--- src/rtl/delta_multi_down_counter.sv ---
// delta_multi_down_counter
// Multi-channel enable-driven down counter. Each channel counts accepted
// enable strobes down from its period, flags the first step (restart) and the
// final step (last) of every period, and keeps a saturating count of completed
// periods. Channels can run periodically or as one-shots that wait for arm.

`ifndef DELTA_SIM_LEN
`define DELTA_SIM_LEN 8
`endif

module delta_multi_down_counter #(
    parameter int NUM_CH = 4,
    parameter int WIDTH  = `DELTA_SIM_LEN,
    parameter int CNT_W  = 8
) (
    input  logic                      clock,
    input  logic                      reset,
    input  logic [NUM_CH-1:0]         enable,
    input  logic [NUM_CH*WIDTH-1:0]   period,
    input  logic [NUM_CH-1:0]         mode,
    input  logic [NUM_CH-1:0]         arm,
    input  logic [NUM_CH-1:0]         clear,
    output logic [NUM_CH-1:0]         restart,
    output logic [NUM_CH-1:0]         last,
    output logic [NUM_CH-1:0]         armed,
    output logic [NUM_CH-1:0]         done_pulse,
    output logic [NUM_CH*CNT_W-1:0]   periods_done
);

    // Remaining steps of the current period; 0 means the next accepted
    // enable starts a new period. The live period input is only consulted
    // when count is 0, so the value loaded here is the period in use.
    logic [WIDTH-1:0] count    [NUM_CH];
    logic [CNT_W-1:0] done_cnt [NUM_CH];
    logic [WIDTH-1:0] eff_period [NUM_CH];
    logic [NUM_CH-1:0] acc;
    logic [NUM_CH-1:0] completion;

    // Per-channel step acceptance and the combinational period flags
    always_comb begin
        acc        = enable & armed;
        restart    = '0;
        last       = '0;
        completion = '0;
        for (int c = 0; c < NUM_CH; c++) begin
            eff_period[c] = (period[c*WIDTH +: WIDTH] == '0) ? WIDTH'(1)
                                                              : period[c*WIDTH +: WIDTH];
            restart[c]    = acc[c] && (count[c] == '0);
            last[c]       = armed[c] && ((count[c] == WIDTH'(1)) ||
                                         ((count[c] == '0) && (eff_period[c] == WIDTH'(1))));
            completion[c] = acc[c] && last[c];
        end
    end

    // Counter, arm state, completion pulse and saturating period counter
    always_ff @(posedge clock) begin
        if (reset) begin
            for (int c = 0; c < NUM_CH; c++) begin
                count[c]    <= '0;
                done_cnt[c] <= '0;
            end
            armed      <= '1;
            done_pulse <= '0;
        end else begin
            for (int c = 0; c < NUM_CH; c++) begin
                if (acc[c]) begin
                    if (count[c] == '0) begin
                        count[c] <= eff_period[c] - WIDTH'(1);
                    end else begin
                        count[c] <= count[c] - WIDTH'(1);
                    end
                end

                done_pulse[c] <= completion[c];

                if (clear[c]) begin
                    done_cnt[c] <= '0;
                end else if (completion[c] && (done_cnt[c] != {CNT_W{1'b1}})) begin
                    done_cnt[c] <= done_cnt[c] + CNT_W'(1);
                end

                if (completion[c] && mode[c]) begin
                    armed[c] <= 1'b0;
                end else if (arm[c]) begin
                    armed[c] <= 1'b1;
                end
            end
        end
    end

    // Flatten the per-channel period counters onto the output bus
    always_comb begin
        periods_done = '0;
        for (int c = 0; c < NUM_CH; c++) begin
            periods_done[c*CNT_W +: CNT_W] = done_cnt[c];
        end
    end

endmodule

--- config.mk ---
export PLATFORM = sky130hd
export DESIGN_NAME = delta_multi_down_counter
export DESIGN_NICKNAME = d
export VERILOG_FILES = /design/src/rtl/delta_multi_down_counter.sv
export SDC_FILE = /design/constraint.sdc
export NUM_CORES = 1
export LEC_CHECK = 0
export ABC_CLOCK_PERIOD_IN_PS = 5700
export CORE_ASPECT_RATIO = 0.8
export CORE_UTILIZATION = 55
export DETAILED_ROUTE_END_ITERATION = 12
export PLACE_DENSITY = 0.85
export SLEW_MARGIN = 20
export SYNTH_ARGS = -nofsm -noshare
export SYNTH_HDL_FRONTEND = slang
export SYNTH_SLANG_ARGS = --single-unit
export TNS_END_PERCENT = 100
--- constraint.sdc ---
create_clock -name clock -period 5.7 [get_ports clock]
set_clock_uncertainty 0.2 [all_clocks]
set_input_delay 0.855 -clock clock [delete_from_list [all_inputs] [get_ports clock]]
set_output_delay 0.855 -clock clock [all_outputs]
set_load 0.005 [all_outputs]
==> flow_summary.yaml, run 1 <==
power_and_ir_drop:
  p_comb_share_pct: 21.9
  pwr-share-seq_pct: 49.5
  leakage_nw: 2.143
  power_mw: 1.347
  powerDensity_nw_per_um2: 226.8
  p_switching_mw: 0.3831
  internal-power_mw: 0.9635
  clkPwrFrac_pct: 28.6
  p_sw_share_pct: 28.45
  ir_drop_uv: 124.4
layout:
  fin_cells: 694
  final_util_pct: 73.39
  layout-drive-gt1-share_pct: 5.290
  final_area_sq_um: 5938
  nFillCells: 581
  fin_nets: 655
  syn2layout_area_growth_pct: 26.36
  final_cell_mix: "clkdlybuf4s50_1, nor2_1, edfxtp_1"
  multi_input_area_sq_um: 2474
  regArea_sq_um: 2082
  antenna_cells: 0
  layout_commonest_cell: "clkdlybuf4s50_1"
clock_network:
  clk_pin_slew_ns: 0.08
  clk_latency_ns: 0.34
  cts_resized: 0
  cts_max_path_buffers: 2
  cts_sinks: 72
  postCtsHoldBufs: 0
  htree_levels: 3
  post-cts-setup-buffers: 0
  ctsRootBufferMaster: "clkbuf_8"
  cts_tree: "built"
  cts_buffers: 9
synthesis:
  yosys_warnings: 0
  syn_inst: 484
  synth_fp_nets: 558
  synth_edf_count: 64
  yosys.area.top_type: "edfxtp_1"
  syn_area_per_cell_sq_um: 9.710
  synth-main-ff-cell: "edfxtp_1"
  synth-seq-area-share_pct: 44.30
  synth.distinct_cells: 58
  ys_ff_latch: 72
  synthTopCellsByArea: "edfxtp_1, ha_1, nor2_1"
  synthArstFlopShare_pct: 0
  synth_area_sq_um: 4700
  synth_top_area_share_pct: 40.89
place:
  placed_area_sq_um: 5754
  gp_congestion: 0.8964
  dpl.hpwl_mm: 8.299
  port_buffers: 97
  placedCellCount: 678
global_routing:
  grt_antenna_before_repair: 0
  groute.usage.overall_pct: 25.37
  grt-ovfl-total: 0
  grt_pass1_vias: 3882
  grt_max_degree: 24
  grt_pass1_wl_mm: 18.29
timing:
  maxSlewViolCount: 0
  post-route-min-period_ns: 4.551
  final-setup-viol-count: 0
  rsz0062_at_grt: "no"
  relSlewSlack_pct: 53.37
  worst_pin_slew_ns: 0.6931
  period_share_pct: 79.84
  finalHoldViolCount: 0
  finalSetupTns_ns: 0
  clock.fmax_mhz: 219.7
routing:
  drtIter0Drc: 247
  wl_mm: 10.96
  avgViaCountPerCell: 5.909
  vias: 4101
  dr.pass1.iters: 5
  post_drt_wl_per_cell_um: 15.79
  drc_errors: 0
  ant_nets: 0
worst_setup_path:
  required_ns: 4.64
  crit_fanout: 6
  rr_endpoint: "done_cnt[2][6]$_SDFFCE_PN0P_"
  timing_worst_setup_path_type: "in -> out"
  r2r-start: "count[2][2]$_SDFFCE_PN0P_"
  endpoint_kind: "output port"
  cp_data_arrival_time_ns: 3.50
  cp-startpoint: "period[26]"
  cp-start-kind: "primary input"
  reg2reg_slack_ns: 2.84
  r2r_cells: 4
status:
  status: "complete, no violations"
floorplan:
  initial_core_util_pct: 58.08
  fp-row-count: 29
  ioPinCount: 98
  coreArea_sq_um: 8092
  die_area_sq_um: 8921
  die_height_um: 84.68
  die_x_um: 105.3
min_path:
  min_from: "armed[1]$_SDFFE_PP1P_"
  hp-class: "reg -> reg"
  whs_endpoint: "armed[1]$_SDFFE_PP1P_"
  min_path_cells: 2
flow_run:
  maxCapViolations: 0
==> registers in the layout, summed over array words and instances (netlist names) <==
register	count
count	32
done_pulse	4
done_cnt	32
armed	4
==> power by group through the flow <==
stage,logic (mW),clock network [mW],registers (mW)
floorplan,0.182,0,0.665
global placement,0.281,0,0.673
detailed placement,0.292,0,0.676
CTS,0.294,0.390,0.665
global route,0.326,0.412,0.672
finish,0.296,0.385,0.666
==> worst max-delay path, stage by stage <==
cell,delay (ns)
clkdlybuf4s50_1,0.48
nor4_1,0.61
nand2_1,0.15
o21bai_1,0.27
ha_1,0.19
a41o_1,0.26
and3_1,0.19
clkdlybuf4s50_1,0.50
==> kinds of logic after synthesis <==
family                   after synthesis  share of synthesized area [%]
XOR/XNOR                              50                          9.318
AND/OR/NAND/NOR                      220                          23.99
AO/OA/AOI/OAI                         81                          12.41
flip-flops                            72                          44.30
multiplexers                           2                         0.4260
buffers and inverters                 35                          3.168
adder cells (fa/ha/maj)               24                          6.390
==> cells in the mapped netlist (2+ instances only) <==
cell type	instances
nor2_1	68
edfxtp_1	64
nand2_1	35
xor2_1	26
ha_1	24
nor3_1	24
xnor2_1	24
inv_1	22
nand3_1	19
a211oi_1	14
a21oi_1	12
nor4_1	12
and3_1	10
o22ai_1	10
or3_1	10
a31oi_1	9
nor3b_1	9
clkbuf_1	8
dfxtp_1	8
nand2b_1	7
or4_1	6
o21ai_0	5
o31ai_1	5
o41ai_1	4
or2_2	4
a21bo_2	2
a31o_2	2
a41o_1	2
a41oi_1	2
buf_2	2
buf_6	2
mux2i_1	2
nand3b_1	2
nand4_1	2
o21a_1	2
o31a_1	2
or4b_2	2
==> per-layer routing <==
metal / track usage (%) / up-vias / part of all wire [%]
li1: - / 2006 / -
met5: 0 / - / 0
met1: 34.37 / 1943 / 45
met4: 5.506 / 0 / 0.53
met3: 5.901 / 7 / 6.5
met2: 41.69 / 145 / 48
==> layout make-up <==
class / instances / share of cell area [%]
Clock inverter: 5 / 0.8007
Tap cell: 108 / 2.276
Sequential cell: 72 / 35.06
Clock buffer: 11 / 2.212
Timing Repair Buffer: 99 / 16.60
Multi-Input combinational cell: 377 / 41.66
Inverter: 22 / 1.391
==> through the flow <==
step,hold WS [ns],worst slack [ns]
finish,0.3709,1.149
global route,0.4116,0.9062
CTS,0.3729,1.178
detailed placement,0.3508,1.205
global placement,0.3315,1.334
floorplan,0.3310,2.104
==> how the worst max path moves through the flow <==
stage,slack [ns],endpoint,depth (start not counted)
finish,1.15,last[3],8
global route,0.91,last[3],8
CTS,1.18,last[3],8
detailed placement,1.21,last[3],8
global placement,1.33,last[3],8
floorplan,2.10,done_cnt[1][0]$_SDFFCE_PN0P_,7
Note: power is estimated with default switching activity, not from simulation.
==> run 2, diff against run 1 <==
--- a/config.mk
+++ b/config.mk
@@ -5,11 +5,11 @@
 export SDC_FILE = /design/constraint.sdc
 export NUM_CORES = 1
 export LEC_CHECK = 0
-export ABC_CLOCK_PERIOD_IN_PS = 5700
+export ABC_CLOCK_PERIOD_IN_PS = 4150
 export CORE_ASPECT_RATIO = 0.8
-export CORE_UTILIZATION = 55
+export CORE_UTILIZATION = 47
 export DETAILED_ROUTE_END_ITERATION = 12
-export PLACE_DENSITY = 0.85
+export PLACE_DENSITY = 0.77
 export SLEW_MARGIN = 20
 export SYNTH_ARGS = -nofsm -noshare
 export SYNTH_HDL_FRONTEND = slang
==> constraint.sdc (replaced) <==
create_clock -name clock -period 4.15 [get_ports clock]
set_clock_uncertainty 0.2 [all_clocks]
set_input_delay 0.6225 -clock clock [delete_from_list [all_inputs] [get_ports clock]]
set_output_delay 0.6225 -clock clock [all_outputs]
set_load 0.005 [all_outputs]
==> flow_summary.yaml, run 2 (synthesized netlist as in run 1, its figures left out) <==
global_routing:
  groute.usage.overall_pct: 21.34
  grt-ovfl-total: 0
  grt_antenna_before_repair: 0
  grt_pass1_wl_mm: 17.76
  grt_max_degree: 16
  grt_pass1_vias: 3971
power_and_ir_drop:
  powerDensity_nw_per_um2: 336.6
  power_mw: 2.062
  leakage_nw: 2.229
  ir_drop_uv: 212.9
clock_network:
  ctsRootBufferMaster: "clkbuf_16"
  cts_buffers: 9
  cts_max_path_buffers: 2
  post-cts-setup-buffers: 0
  clk_pin_slew_ns: 0.05
  cts_resized: 0
  cts_tree: "built"
  cts_sinks: 72
  htree_levels: 3
  clk_latency_ns: 0.33
  postCtsHoldBufs: 0
routing:
  dr.pass1.iters: 4
  post_drt_wl_per_cell_um: 14.85
  ant_nets: 0
  drtIter0Drc: 151
  drc_errors: 0
  wl_mm: 10.83
  avgViaCountPerCell: 5.535
  vias: 4035
timing:
  clock.fmax_mhz: 260.4
  relSlewSlack_pct: 62.25
  maxSlewViolCount: 0
  rsz0062_at_grt: "no"
  finalHoldViolCount: 0
  post-route-min-period_ns: 3.841
  final-setup-viol-count: 0
  finalSetupTns_ns: 0
  worst_pin_slew_ns: 0.5611
  period_share_pct: 92.55
layout:
  antenna_cells: 0
  biggestRegsByFlops: "count (32), done_cnt (32)"
  syn2layout_area_growth_pct: 30.38
  layout_commonest_cell: "clkdlybuf4s50_1"
  fin_nets: 663
  nFillCells: 841
  layout-drive-gt1-share_pct: 6.577
  final_util_pct: 63.24
  final_cell_mix: "clkdlybuf4s50_1, nor2_1, edfxtp_1"
worst_setup_path:
  rr_endpoint: "count[0][7]$_SDFFCE_PN0P_"
  r2r_cells: 4
  endpoint_kind: "output port"
  timing_worst_setup_path_type: "in -> out"
  cp_data_arrival_time_ns: 3.02
  crit_fanout: 6
  reg2reg_slack_ns: 1.58
  required_ns: 3.33
  cp-start-kind: "primary input"
  r2r-start: "count[0][2]$_SDFFCE_PN0P_"
floorplan:
  die_x_um: 113.8
  ioPinCount: 98
  die_height_um: 91.44
  die_area_sq_um: 10410
  fp-row-count: 32
  initial_core_util_pct: 48.50
  coreArea_sq_um: 9689
place:
  gp_congestion: 0.8290
  dpl.hpwl_mm: 8.240
  port_buffers: 97
min_path:
  hp-class: "reg -> reg"
  min_path_cells: 2
  min_from: "armed[1]$_SDFFE_PP1P_"
  whs_endpoint: "armed[1]$_SDFFE_PP1P_"
status:
  status: "complete, no violations"
flow_run:
  maxCapViolations: 0
[run 2: layout make-up]
cell class | instances | area [sq um] | share of cell area, %
clock buffer | 10 | 229.0 | 3.737
clock inverter | 5 | 48.80 | 0.7964
inverter | 22 | 82.58 | 1.348
multi-input combinational | 377 | 2469 | 40.29
sequential | 72 | 2082 | 33.98
tap | 136 | 170.2 | 2.777
timing repair buffer | 107 | 1046 | 17.07
[run 2: per-stage QoR]
| step | setup slack, ns | instances | hold slack (ns) | cell area [sq um] |
|---|---|---|---|---|
| detailed placement | 0.3238 | 714 | 0.3471 | 5849 |
| CTS | 0.3044 | 729 | 0.3567 | 6127 |
| finish | 0.3094 | 729 | 0.3558 | 6127 |
| floorplan | 0.7862 | 484 | 0.3310 | 4700 |
| global route | 0.1695 | 729 | 0.3996 | 6127 |
| global placement | 0.4398 | 714 | 0.3312 | 5849 |
[run 2: power by group]
group	switching, mW	internal (mW)	leakage (nW)	total (mW)
sequential	0.0621	0.853	0.774	0.915
combinational	0.205	0.206	1.32	0.410
clock	0.281	0.457	0.140	0.737
total	0.547	1.51	2.23	2.06
[run 2: worst max path at each step]
stage               startpoint                           end  depth (start not counted)
floorplan           period[12]  done_cnt[1][0]$_SDFFCE_PN0P_                          7
global placement    period[26]                       last[3]                          8
detailed placement  period[26]                       last[3]                          8
CTS                 period[26]                       last[3]                          8
global route        period[26]                       last[3]                          8
finish              period[26]                       last[3]                          8
[run 2: worst max-delay path, cell delays in order]
cell	delay [ns]
clkdlybuf4s50_1	0.48
nor4_1	0.41
nand2_1	0.13
o21bai_1	0.23
ha_1	0.20
a41o_1	0.26
and3_1	0.18
clkdlybuf4s50_1	0.50
[run 2: metal layers]
metal	GRT usage, %	vias up	routed length [um]
met1	27.07	1914	5091
met4	4.978	0	99
met2	35.77	95	5164
li1	-	2014	-
met5	0	-	0
met3	6.275	12	471
==> run 3, diff against run 2 <==
--- a/config.mk
+++ b/config.mk
@@ -6,10 +6,12 @@
 export NUM_CORES = 1
 export LEC_CHECK = 0
 export ABC_CLOCK_PERIOD_IN_PS = 4150
+export CAP_MARGIN = 20
 export CORE_ASPECT_RATIO = 0.8
 export CORE_UTILIZATION = 47
 export DETAILED_ROUTE_END_ITERATION = 12
 export PLACE_DENSITY = 0.77
+export SETUP_SLACK_MARGIN = 0.4
 export SLEW_MARGIN = 20
 export SYNTH_ARGS = -nofsm -noshare
 export SYNTH_HDL_FRONTEND = slang
==> flow_summary.yaml, run 3 (synthesized netlist as in run 1, its figures left out) <==
status:
  status: "complete, no violations"
clock_network:
  postCtsHoldBufs: 0
  clk_pin_slew_ns: 0.05
  cts_max_path_buffers: 2
  htree_levels: 3
  cts_buffers: 9
  clk_latency_ns: 0.33
  ctsRootBufferMaster: "clkbuf_16"
  cts_sinks: 72
  cts_tree: "built"
power_and_ir_drop:
  p_comb_share_pct: 20.4
  p_switching_mw: 0.5501
  internal-power_mw: 1.521
  ir_drop_uv: 211.7
  clkPwrFrac_pct: 35.5
  p_sw_share_pct: 26.55
  leakage_nw: 2.255
  pwr-share-seq_pct: 44.2
  powerDensity_nw_per_um2: 333.8
min_path:
  hp-class: "reg -> reg"
layout:
  layout-drive-gt1-share_pct: 8.208
  fin_cells: 733
  final_area_sq_um: 6206
  syn2layout_area_growth_pct: 32.06
  layout_commonest_cell: "clkdlybuf4s50_1"
  fin_nets: 667
  antenna_cells: 0
  final_cell_mix: "clkdlybuf4s50_1, nor2_1, edfxtp_1"
  biggestRegsByFlops: "count (32), done_cnt (32)"
floorplan:
  initial_core_util_pct: 48.50
  coreArea_sq_um: 9689
  die_height_um: 91.44
  ioPinCount: 98
  die_x_um: 113.8
  die_area_sq_um: 10410
  fp-row-count: 32
place:
  port_buffers: 97
  placedCellCount: 714
  placed_area_sq_um: 5849
  gp_congestion: 0.8290
  dpl.hpwl_mm: 8.240
global_routing:
  grt_pass1_vias: 3972
  groute.usage.overall_pct: 21.35
  grt_pass1_wl_mm: 17.77
  grt_max_degree: 16
  grt-ovfl-total: 0
  grt_antenna_before_repair: 0
timing:
  finalHoldViolCount: 0
  clock.fmax_mhz: 274.4
  finalSetupTns_ns: 0
  period_share_pct: 87.83
  worst_pin_slew_ns: 0.5630
  maxSlewViolCount: 0
  hold_ws_ns: 0.3558
  final-setup-viol-count: 0
  post-route-min-period_ns: 3.645
  relSlewSlack_pct: 62.12
  rsz0062_at_grt: "yes"
routing:
  wl_met3_um: 632
  ant_nets: 0
  drtIter0Drc: 181
  drc_errors: 0
  post_drt_wl_per_cell_um: 15.02
  wl_mm: 11.01
  topRoutingLayerUsed: "met4"
  vias: 4095
  route.met2.wl_mm: 5.290
  dr.pass1.iters: 4
  wl_met1_mm: 4.937
  avgViaCountPerCell: 5.587
worst_setup_path:
  endpoint_kind: "output port"
  required_ns: 3.33
  cp-start-kind: "primary input"
  crit_fanout: 4
  cp_data_arrival_time_ns: 2.82
  timing_worst_setup_path_type: "in -> out"
flow_run:
  maxCapViolations: 0
run 3: worst paths after layout:
path | startpoint | endpoint | slack [ns] | depth (start not counted)
max | period[21] | last[2] | 0.51 | 9
min | armed[1]$_SDFFE_PP1P_ | armed[1]$_SDFFE_PP1P_ | 0.36 | 2
max reg2reg | count[1][2]$_SDFFCE_PN0P_ | done_cnt[1][1]$_SDFFCE_PN0P_ | 1.58 | 4
min reg2reg | armed[1]$_SDFFE_PP1P_ | armed[1]$_SDFFE_PP1P_ | 0.36 | 2
run 3: metrics by stage:
step	total power, mW	setup WS [ns]	utilization, %
final	2.071	0.5051	64.05
after global routing	2.164	0.2990	64.05
after global placement	1.319	0.4398	60.37
after detailed placement	1.335	0.3238	60.37
after CTS	2.074	0.4408	63.34
after floorplan	1.164	0.7862	-
run 3: layout make-up:
class,instances,area (sq um)
Inverter,22,82.58
Clock inverter,5,48.80
Multi-Input combinational cell,377,2517
Tap cell,136,170.2
Clock buffer,10,229.0
Fill cell,831,3483
Sequential cell,72,2082
Timing Repair Buffer,111,1076
run 3: routing by layer:
metal	vias up	track usage, %
li1	2021	-
met1	1916	27.11
met5	-	0
met4	0	4.978
met3	22	6.275
met2	136	35.77
run 3: power groups by stage:
stage	registers (mW)	logic, mW	clock network [mW]
after floorplan	0.914	0.250	0
after global placement	0.924	0.395	0
after detailed placement	0.928	0.407	0
after CTS	0.914	0.411	0.749
after global routing	0.924	0.465	0.775
final	0.915	0.422	0.735
run 3: critical path, cell delays in order:
cell             delay (ns)
clkdlybuf4s50_1        0.52
nor4_4                 0.37
a31oi_2                0.16
inv_1                  0.08
ha_1                   0.14
a41oi_1                0.13
nor2_1                 0.15
and2_1                 0.15
clkdlybuf4s50_1        0.50
run 3: repair_timing:
action	4_1_cts	5_1_grt
pin swaps	0	3
endpoints found under the setup margin	1	4
gates resized for setup	2	5
setup buffers	0	4
